--- src/rtl/bcd_two_digit_counter_if.sv ---
// Count-tick, control and digit bundle for bcd_two_digit_counter.
// Defining BCD_SEVEN_SEG_EN adds the registered 7-segment outputs.
interface bcd_two_digit_counter_if;
  logic       tick;
  logic       en;
  logic       up;
  logic       load;
  logic [3:0] load_tens;
  logic [3:0] load_ones;
  logic [3:0] tens;
  logic [3:0] ones;
  logic       tc;
`ifdef BCD_SEVEN_SEG_EN
  logic [6:0] seg_tens;
  logic [6:0] seg_ones;
`endif

  // Single-beat protocol: no valid/ready pair. A step is requested by a
  // rising edge of tick qualified by en; load is a one-cycle strobe sampled
  // on every clkin edge and wins over a step in the same cycle.
`ifdef BCD_SEVEN_SEG_EN
  modport master (output tick, en, up, load, load_tens, load_ones,
                  input tens, ones, tc, seg_tens, seg_ones);
  modport slave  (input tick, en, up, load, load_tens, load_ones,
                  output tens, ones, tc, seg_tens, seg_ones);
`else
  modport master (output tick, en, up, load, load_tens, load_ones,
                  input tens, ones, tc);
  modport slave  (input tick, en, up, load, load_tens, load_ones,
                  output tens, ones, tc);
`endif
endinterface

--- src/rtl/bcd_two_digit_counter.sv ---
// Two-digit BCD up/down counter stepped by rising edges of a tick level,
// with clamped parallel load and a one-cycle terminal-count pulse.
// Optional feature macro: BCD_SEVEN_SEG_EN (registered active-low segments).
module bcd_two_digit_counter #(
    parameter int LIMIT = 99
) (
    input logic clkin,
    input logic clr,
    bcd_two_digit_counter_if.slave bus
);

    localparam logic [3:0] LIM_T = 4'(LIMIT / 10);
    localparam logic [3:0] LIM_O = 4'(LIMIT % 10);

    logic       tick_d;
    logic       step;
    logic [3:0] tens_q, ones_q, tens_n, ones_n;
    logic       tc_q, tc_n;
    logic [3:0] lt_c, lo_c;
    logic       at_limit, at_zero;

    assign step     = bus.tick & ~tick_d & bus.en;
    assign at_limit = (tens_q == LIM_T) && (ones_q == LIM_O);
    assign at_zero  = (tens_q == 4'd0) && (ones_q == 4'd0);
    assign lt_c     = (bus.load_tens > 4'd9) ? 4'd9 : bus.load_tens;
    assign lo_c     = (bus.load_ones > 4'd9) ? 4'd9 : bus.load_ones;

    always_comb begin
        tens_n = tens_q;
        ones_n = ones_q;
        tc_n   = 1'b0;
        if (bus.load) begin
            // Digit-wise compare is equivalent to comparing 10*t+o values.
            if ((lt_c > LIM_T) || ((lt_c == LIM_T) && (lo_c > LIM_O))) begin
                tens_n = LIM_T;
                ones_n = LIM_O;
            end else begin
                tens_n = lt_c;
                ones_n = lo_c;
            end
        end else if (step) begin
            if (bus.up) begin
                if (at_limit) begin
                    tens_n = 4'd0;
                    ones_n = 4'd0;
                    tc_n   = 1'b1;
                end else if (ones_q == 4'd9) begin
                    ones_n = 4'd0;
                    tens_n = tens_q + 4'd1;
                end else begin
                    ones_n = ones_q + 4'd1;
                end
            end else begin
                if (at_zero) begin
                    tens_n = LIM_T;
                    ones_n = LIM_O;
                    tc_n   = 1'b1;
                end else if (ones_q == 4'd0) begin
                    ones_n = 4'd9;
                    tens_n = tens_q - 4'd1;
                end else begin
                    ones_n = ones_q - 4'd1;
                end
            end
        end
    end

    // tick_d follows tick even during clr so a tick held high across reset
    // release is not mistaken for a fresh edge.
    always_ff @(posedge clkin) begin
        tick_d <= bus.tick;
        if (clr) begin
            tens_q <= 4'd0;
            ones_q <= 4'd0;
            tc_q   <= 1'b0;
        end else begin
            tens_q <= tens_n;
            ones_q <= ones_n;
            tc_q   <= tc_n;
        end
    end

    assign bus.tens = tens_q;
    assign bus.ones = ones_q;
    assign bus.tc   = tc_q;

`ifdef BCD_SEVEN_SEG_EN
    function automatic logic [6:0] seg_enc(input logic [3:0] d);
        logic [6:0] s;
        case (d)
            4'd0: s = 7'b1000000;
            4'd1: s = 7'b1111001;
            4'd2: s = 7'b0100100;
            4'd3: s = 7'b0110000;
            4'd4: s = 7'b0011001;
            4'd5: s = 7'b0010010;
            4'd6: s = 7'b0000010;
            4'd7: s = 7'b1111000;
            4'd8: s = 7'b0000000;
            4'd9: s = 7'b0010000;
            default: s = 7'b1111111;
        endcase
        return s;
    endfunction

    logic [6:0] seg_tens_q, seg_ones_q;

    always_ff @(posedge clkin) begin
        if (clr) begin
            seg_tens_q <= 7'b1000000;
            seg_ones_q <= 7'b1000000;
        end else begin
            seg_tens_q <= seg_enc(tens_q);
            seg_ones_q <= seg_enc(ones_q);
        end
    end

    assign bus.seg_tens = seg_tens_q;
    assign bus.seg_ones = seg_ones_q;
`endif

endmodule

--- src/flat_wrapper.sv ---
// flat-port wrapper written by rule: the top's interface ports become plain ports
module bcd_two_digit_counter_flat 
#(
    parameter int LIMIT = 99
)
  (clkin, clr, bus_tick, bus_en, bus_up, bus_load, bus_load_tens, bus_load_ones, bus_tens, bus_ones, bus_tc);
  bcd_two_digit_counter_if bus_i ();
  input logic clkin;
  input logic clr;
  input wire logic [$bits(bus_i.tick)-1:0] bus_tick;
  input wire logic [$bits(bus_i.en)-1:0] bus_en;
  input wire logic [$bits(bus_i.up)-1:0] bus_up;
  input wire logic [$bits(bus_i.load)-1:0] bus_load;
  input wire logic [$bits(bus_i.load_tens)-1:0] bus_load_tens;
  input wire logic [$bits(bus_i.load_ones)-1:0] bus_load_ones;
  output wire logic [$bits(bus_i.tens)-1:0] bus_tens;
  output wire logic [$bits(bus_i.ones)-1:0] bus_ones;
  output wire logic [$bits(bus_i.tc)-1:0] bus_tc;
  assign bus_i.tick = bus_tick;
  assign bus_i.en = bus_en;
  assign bus_i.up = bus_up;
  assign bus_i.load = bus_load;
  assign bus_i.load_tens = bus_load_tens;
  assign bus_i.load_ones = bus_load_ones;
  assign bus_tens = bus_i.tens;
  assign bus_ones = bus_i.ones;
  assign bus_tc = bus_i.tc;
  bcd_two_digit_counter #(.LIMIT(LIMIT)) u_core (.clkin(clkin), .clr(clr), .bus(bus_i));
endmodule
--- config.mk ---
export PLATFORM = sky130hd
export DESIGN_NAME = bcd_two_digit_counter_flat
export DESIGN_NICKNAME = d
export VERILOG_FILES = /design/src/rtl/bcd_two_digit_counter_if.sv /design/src/rtl/bcd_two_digit_counter.sv /design/src/flat_wrapper.sv
export SDC_FILE = /design/constraint.sdc
export NUM_CORES = 1
export LEC_CHECK = 0
export CAP_MARGIN = 20
export CORE_MARGIN = 10
export CORE_UTILIZATION = 30
export CTS_CLUSTER_DIAMETER = 40
export CTS_CLUSTER_SIZE = 30
export DETAILED_ROUTE_END_ITERATION = 6
export GPL_TIMING_DRIVEN = 0
export SYNTH_ARGS = -nofsm -noshare
export SYNTH_HDL_FRONTEND = slang
export SYNTH_SLANG_ARGS = --single-unit
--- constraint.sdc ---
create_clock -name clkin -period 3.21 [get_ports clkin]
set_input_delay 0.321 -clock clkin [delete_from_list [all_inputs] [get_ports clkin]]
set_output_delay 0.321 -clock clkin [all_outputs]
set_load 0.05 [all_outputs]
### Word-level counts from Yosys, hierarchy flattened

Index checks and enable logic that the tools add are counted.

| operators by class | value |
|---|---|
| add/sub/neg operators | 4 |
| $lt $le $gt $ge | 4 |
| eq/ne operators | 4 |
| multiplexer cells | 21 |
| bitwise gates (word level) | 4 |
| reductions and logical operators | 10 |

Operators with widths:

| operator | number |
|---|---|
| $mux 4 | 18 |
| $gt 4x4->1 const B | 4 |
| $eq 4x4->1 const B | 3 |
| $add 4x1->4 const B | 2 |
| $logic_not 4->1 | 2 |
| $sub 4x1->4 const B | 2 |
| $ne 4x1->1 const B | 1 |
| $reduce_bool 4->1 | 1 |
| $logic_and 1x1->1 | 3 |
| $mux 1 | 3 |
| $reduce_and 3->1 | 1 |
| $reduce_or 3->1 | 1 |
| $and 1x1->1 | 2 |
| $not 1->1 | 2 |
| $reduce_bool 2->1 | 1 |
| $logic_or 1x1->1 | 1 |

| word-level totals | value |
|---|---|
| register bits | 10 |
| input bits | 14 |
| output and inout bits | 9 |
| logic and storage cells | 51 |

### Depth between registers and ports, before layout

| depth | value |
|---|---|
| word-level depth | 7 |
| depth in mapped cells | 6 |
| depth with buffers taken out | 6 |

### Worst setup path before layout

Ideal clock, no wire load.

| timing | value |
|---|---|
| kind | register to register |
| start point | reg u_core.tens_q[0], in the netlist u_core.bus.tens[0] |
| end point | reg u_core.tens_q[0], in the netlist u_core.bus.tens[0] |
| setup time | 0.138 ns |
| arrival | 1.922 ns |
| data required time | 3.072 ns |
| setup slack | 1.150 ns |
| stages on the path, launching flop included | 7 |
| path buffers | 0 |
| period minus slack after synthesis | 2.060 ns |
| path through | dfxtp_1 > inv_1 > ha_1 > nor3b_1 > or3b_1 > a211oi_2 > a2111oi_1 |

| on the way | value |
|---|---|
| cells in the longest elaborated chain, start to end | 6 |
| elaborated cells between the ends (all ways) | 16 |
| classes of those cells | add/sub (2); eq/ne (2); mux (7); reduce/logical (5) |

RTL lines:

| what | RTL line | text |
|---|---|---|
| from (decl) | bcd_two_digit_counter.sv:17 | `logic [3:0] tens_q, ones_q, tens_n, ones_n;` |
| from (signal assigned) | bcd_two_digit_counter.sv:77 | `tens_q <= tens_n;` |
| $sub 4x1->4, or another cell as far along | bcd_two_digit_counter.sv:60 | `tens_n = tens_q - 4'd1;` |
| $mux 4, or another cell as far along | bcd_two_digit_counter.sv:58 | `end else if (ones_q == 4'd0) begin` |
| $mux 4, on equally long branches | bcd_two_digit_counter.sv:54, bcd_two_digit_counter.sv:43 |  |
| $mux 4 | bcd_two_digit_counter.sv:42 | `if (bus.up) begin` |
| $mux 4 | bcd_two_digit_counter.sv:41 | `end else if (step) begin` |
| $mux 4 | bcd_two_digit_counter.sv:32 | `if (bus.load) begin` |

Parallel ways exist; a longest one is shown, timed or not. The select of a mux whose other input is x is not followed.
A chain may end at the register's enable or synchronous reset.

### Worst setup path in the final report

| timing | value |
|---|---|
| start point | reg u_core.tens_q[0], in the netlist u_core.bus.tens[0] |
| end point | out bus_tens[0] |

RTL lines:

| what | RTL line | text |
|---|---|---|
| to (decl) | flat_wrapper.sv:16 | `output wire logic [$bits(bus_i.tens)-1:0] bus_tens;` |

No word-level cell between the ends.

==> run metrics <==
total power draw=380.4 uW; WP data arrival=1.61 ns; Die ar.=0.005458 mm^2; Rel. slew slack=between 60% and 70%; max-cap violations=0; CP delay by family, top=buffers and inverters; I/O pin cnt=23; crit path buf inv count=1; Rows=19; crit start category=flop; post-DP HPWL=1.919 mm; GRT Overall Usage=9.320%; P_sw=142.2 uW; Resized cells post-CTS=0; share of cells above drive strength 1=roughly 10%; leading cell type in the layout, fill and taps excluded=clkdlybuf4s50_1; Placer Congestion=0.8019; Post-synth ARST share=0%; CP Data Required Time=approximately 2.9 ns; TritonCTS buffer count=3; largest family of logic cells by synthesized area=compound AO/OA/AOI/OAI gates; fin nets=149; setup violators final=0; Mapped Nets=~120; wire length per cell=roughly 15 um; number of antenna violations at the first check in global routing=0; Critical Path End Type=output port; Yosys warnings=0; TritonCTS clock tree=done; status=finished, final reports clean; largest net degree at the start of global routing=11; Layout area overhead=31.18%; maximum vdd drop=0.0002434 V; I/O Buffers=21; TNS Setup=0 ns; Starting DRT DRC Count=29; global route total overflow=0; flops & latches, synth=10; vias in the first global route=895; Combinational Power Share=around two fifths; Post-Synth Adder-Cell Area=approximately 5.7%; H-tree levels=1; CP Cell Sequence=clkdlybuf4s50_1; Clock Skew=0.001317 ns; slowest stage delay, CP=0.86 ns; Post-CTS Setup Bufs=0; CTS sink count=10; most frequent cells in the layout=21 x clkdlybuf4s50_1, 10 x dfxtp_1, 7 x inv_1; WL final=2.472 mm; drt pass-1 iters=4; Post-Syn Area=870.8 um^2; Clock Latency Late Sink=0.27 ns; RSZ-0062 raised after global routing=no; Ant. Diodes=0; Crit Path Max Fanout=8; post-synthesis mux area share=about 1.1%; DR vias/cell=between 5 and 6; Min Clock Period, post-route=1.931 ns; clock share of power=23.7%; post-synthesis cell type count=45; first-pass GRT wire length=4.098 mm; filler cell count=299; Seq pwr share=between 30% and 40%; deepest clock path buffer count=2; Starting Density=31.58%; Fmax=around 0.52 GHz; Clk pin slew, worst setup/hold paths=0.07 ns; Synth Area in XOR/XNOR=3.017%; Pins Over Slew Limit=0; CTS Root Cell=clkbuf_4; Hold-fix buffers, CTS=0; number of synthesized flops with an enable pin=0; die height=73.88 um; Fin. Hold Viols=0; Die X-Extent=73.88 um; syn avg cell area=a little over 8 um^2; crit path kind=reg2out; Post-Synthesis Cells=roughly 110; simple-gate share of the synthesized area=26.29%; Synth Flop Type=dfxtp_1; # DRC=0; switching share of power=37.39%; P per Cell Area=333.0 mW/mm^2; Least-Margin Pin Slew=0.5075 ns; slowest CP cell=clkdlybuf4s50_1; leakage power=0.0004253 uW; post-synthesis compound-gate area fraction=33.33%; sequential share of the synthesized area=approximately 23%; Hold Crit Class=in2reg; Pint=238.2 uW; Routed Antenna Nets=0; via count=906; final period utilization=60.14%; core area=0.002758 mm^2
## synth_stat cells, types with 2 or more instances
| library cell | n | area share (%) |
|---|---|---|
| a221oi_1 | 3 | 3.0 |
| o21ai_0 | 4 | 2.3 |
| ha_1 | 4 | 5.7 |
| dfxtp_1 | 10 | 23 |
| nand3b_1 | 3 | 2.6 |
| a21oi_1 | 6 | 3.4 |
| xnor2_1 | 3 | 3.0 |
| a211oi_1 | 4 | 3.4 |
| a211o_1 | 2 | 2.0 |
| inv_1 | 7 | 3.0 |
| nand2b_1 | 3 | 2.2 |
| buf_2 | 4 | 2.3 |
| and3_1 | 3 | 2.2 |
| nor2_1 | 4 | 1.7 |
| nor3_1 | 6 | 3.4 |
| clkbuf_1 | 2 | 0.86 |
| and2_1 | 2 | 1.4 |
| and3b_1 | 2 | 2.0 |
| nand2_1 | 4 | 1.7 |
| a2111oi_1 | 2 | 2.3 |
| o211a_1 | 2 | 2.3 |
| o21ai_1 | 2 | 1.1 |
## state kept, by name (all words and copies together) (netlist names)
name and count:
u_core.bus.ones 4, u_core.bus.tc 1, u_core.bus.tens 4, u_core.tick_d 1
## cell families after synthesis
kind of cell / count (synthesis)
AO/OA/AOI/OAI: 38
XOR/XNOR: 3
adder cells (fa/ha/maj): 4
buffers and inverters: 15
flip-flops: 10
multiplexers: 1
AND/OR/NAND/NOR: 34
## worst paths after layout
path / start / endpoint / slack [ns] / cells after the start
hold reg to reg: u_core.bus.tens[2] / u_core.bus.tens[2] / 0.67 / 1
setup / recovery: u_core.bus.tens[0] / bus_tens[0] / 1.28 / 1
setup reg to reg: u_core.bus.tens[0] / u_core.bus.tens[2] / 1.30 / 6
hold / removal: clr / u_core.bus.ones[3] / 0.49 / 2
## metrics by stage
step | area, um^2 | setup WS [ns] | cells | utilization [%] | hold slack [ns]
6_report | 1142 | 1.279 | 160 | 41.42 | 0.4894
5_1_grt | 1142 | 1.127 | 160 | 41.42 | 0.5393
4_1_cts | 1142 | 1.279 | 160 | 41.42 | 0.4851
3_5_place_dp | 1120 | 1.161 | 157 | 40.61 | 0.6620
3_3_place_gp | 1120 | 1.169 | 157 | 40.61 | 0.6507
2_1_floorplan | 870.8 | 1.150 | 105 | - | 0.3487
## layout make-up
class	instances	area, um^2	share of cell area (%)
multi-input cells	80	605.6	53.01
repair buffers	21	210.2	18.40
flip-flops and latches	10	200.2	17.52
plain buffers	8	38.79	3.395
well taps	31	38.79	3.395
inverters	7	26.28	2.300
clock buffers	3	22.52	1.972
## power groups by stage
stage	clock network (uW)	registers [uW]	logic (uW)
finish	90.3	143	147
floorplan	0	170	71.8
CTS	90.7	143	147
global route	98.1	145	159
detailed placement	0	146	146
global placement	0	145	144
## per-layer routing
metal	share of wire (%)	vias up	track usage, %
li1	-	454	-
met5	0	-	0
met3	6.1	5	2.557
met4	1.9	0	4.969
met1	45	413	11.45
met2	47	34	14.30
Note: power is estimated with default switching activity, not from simulation.
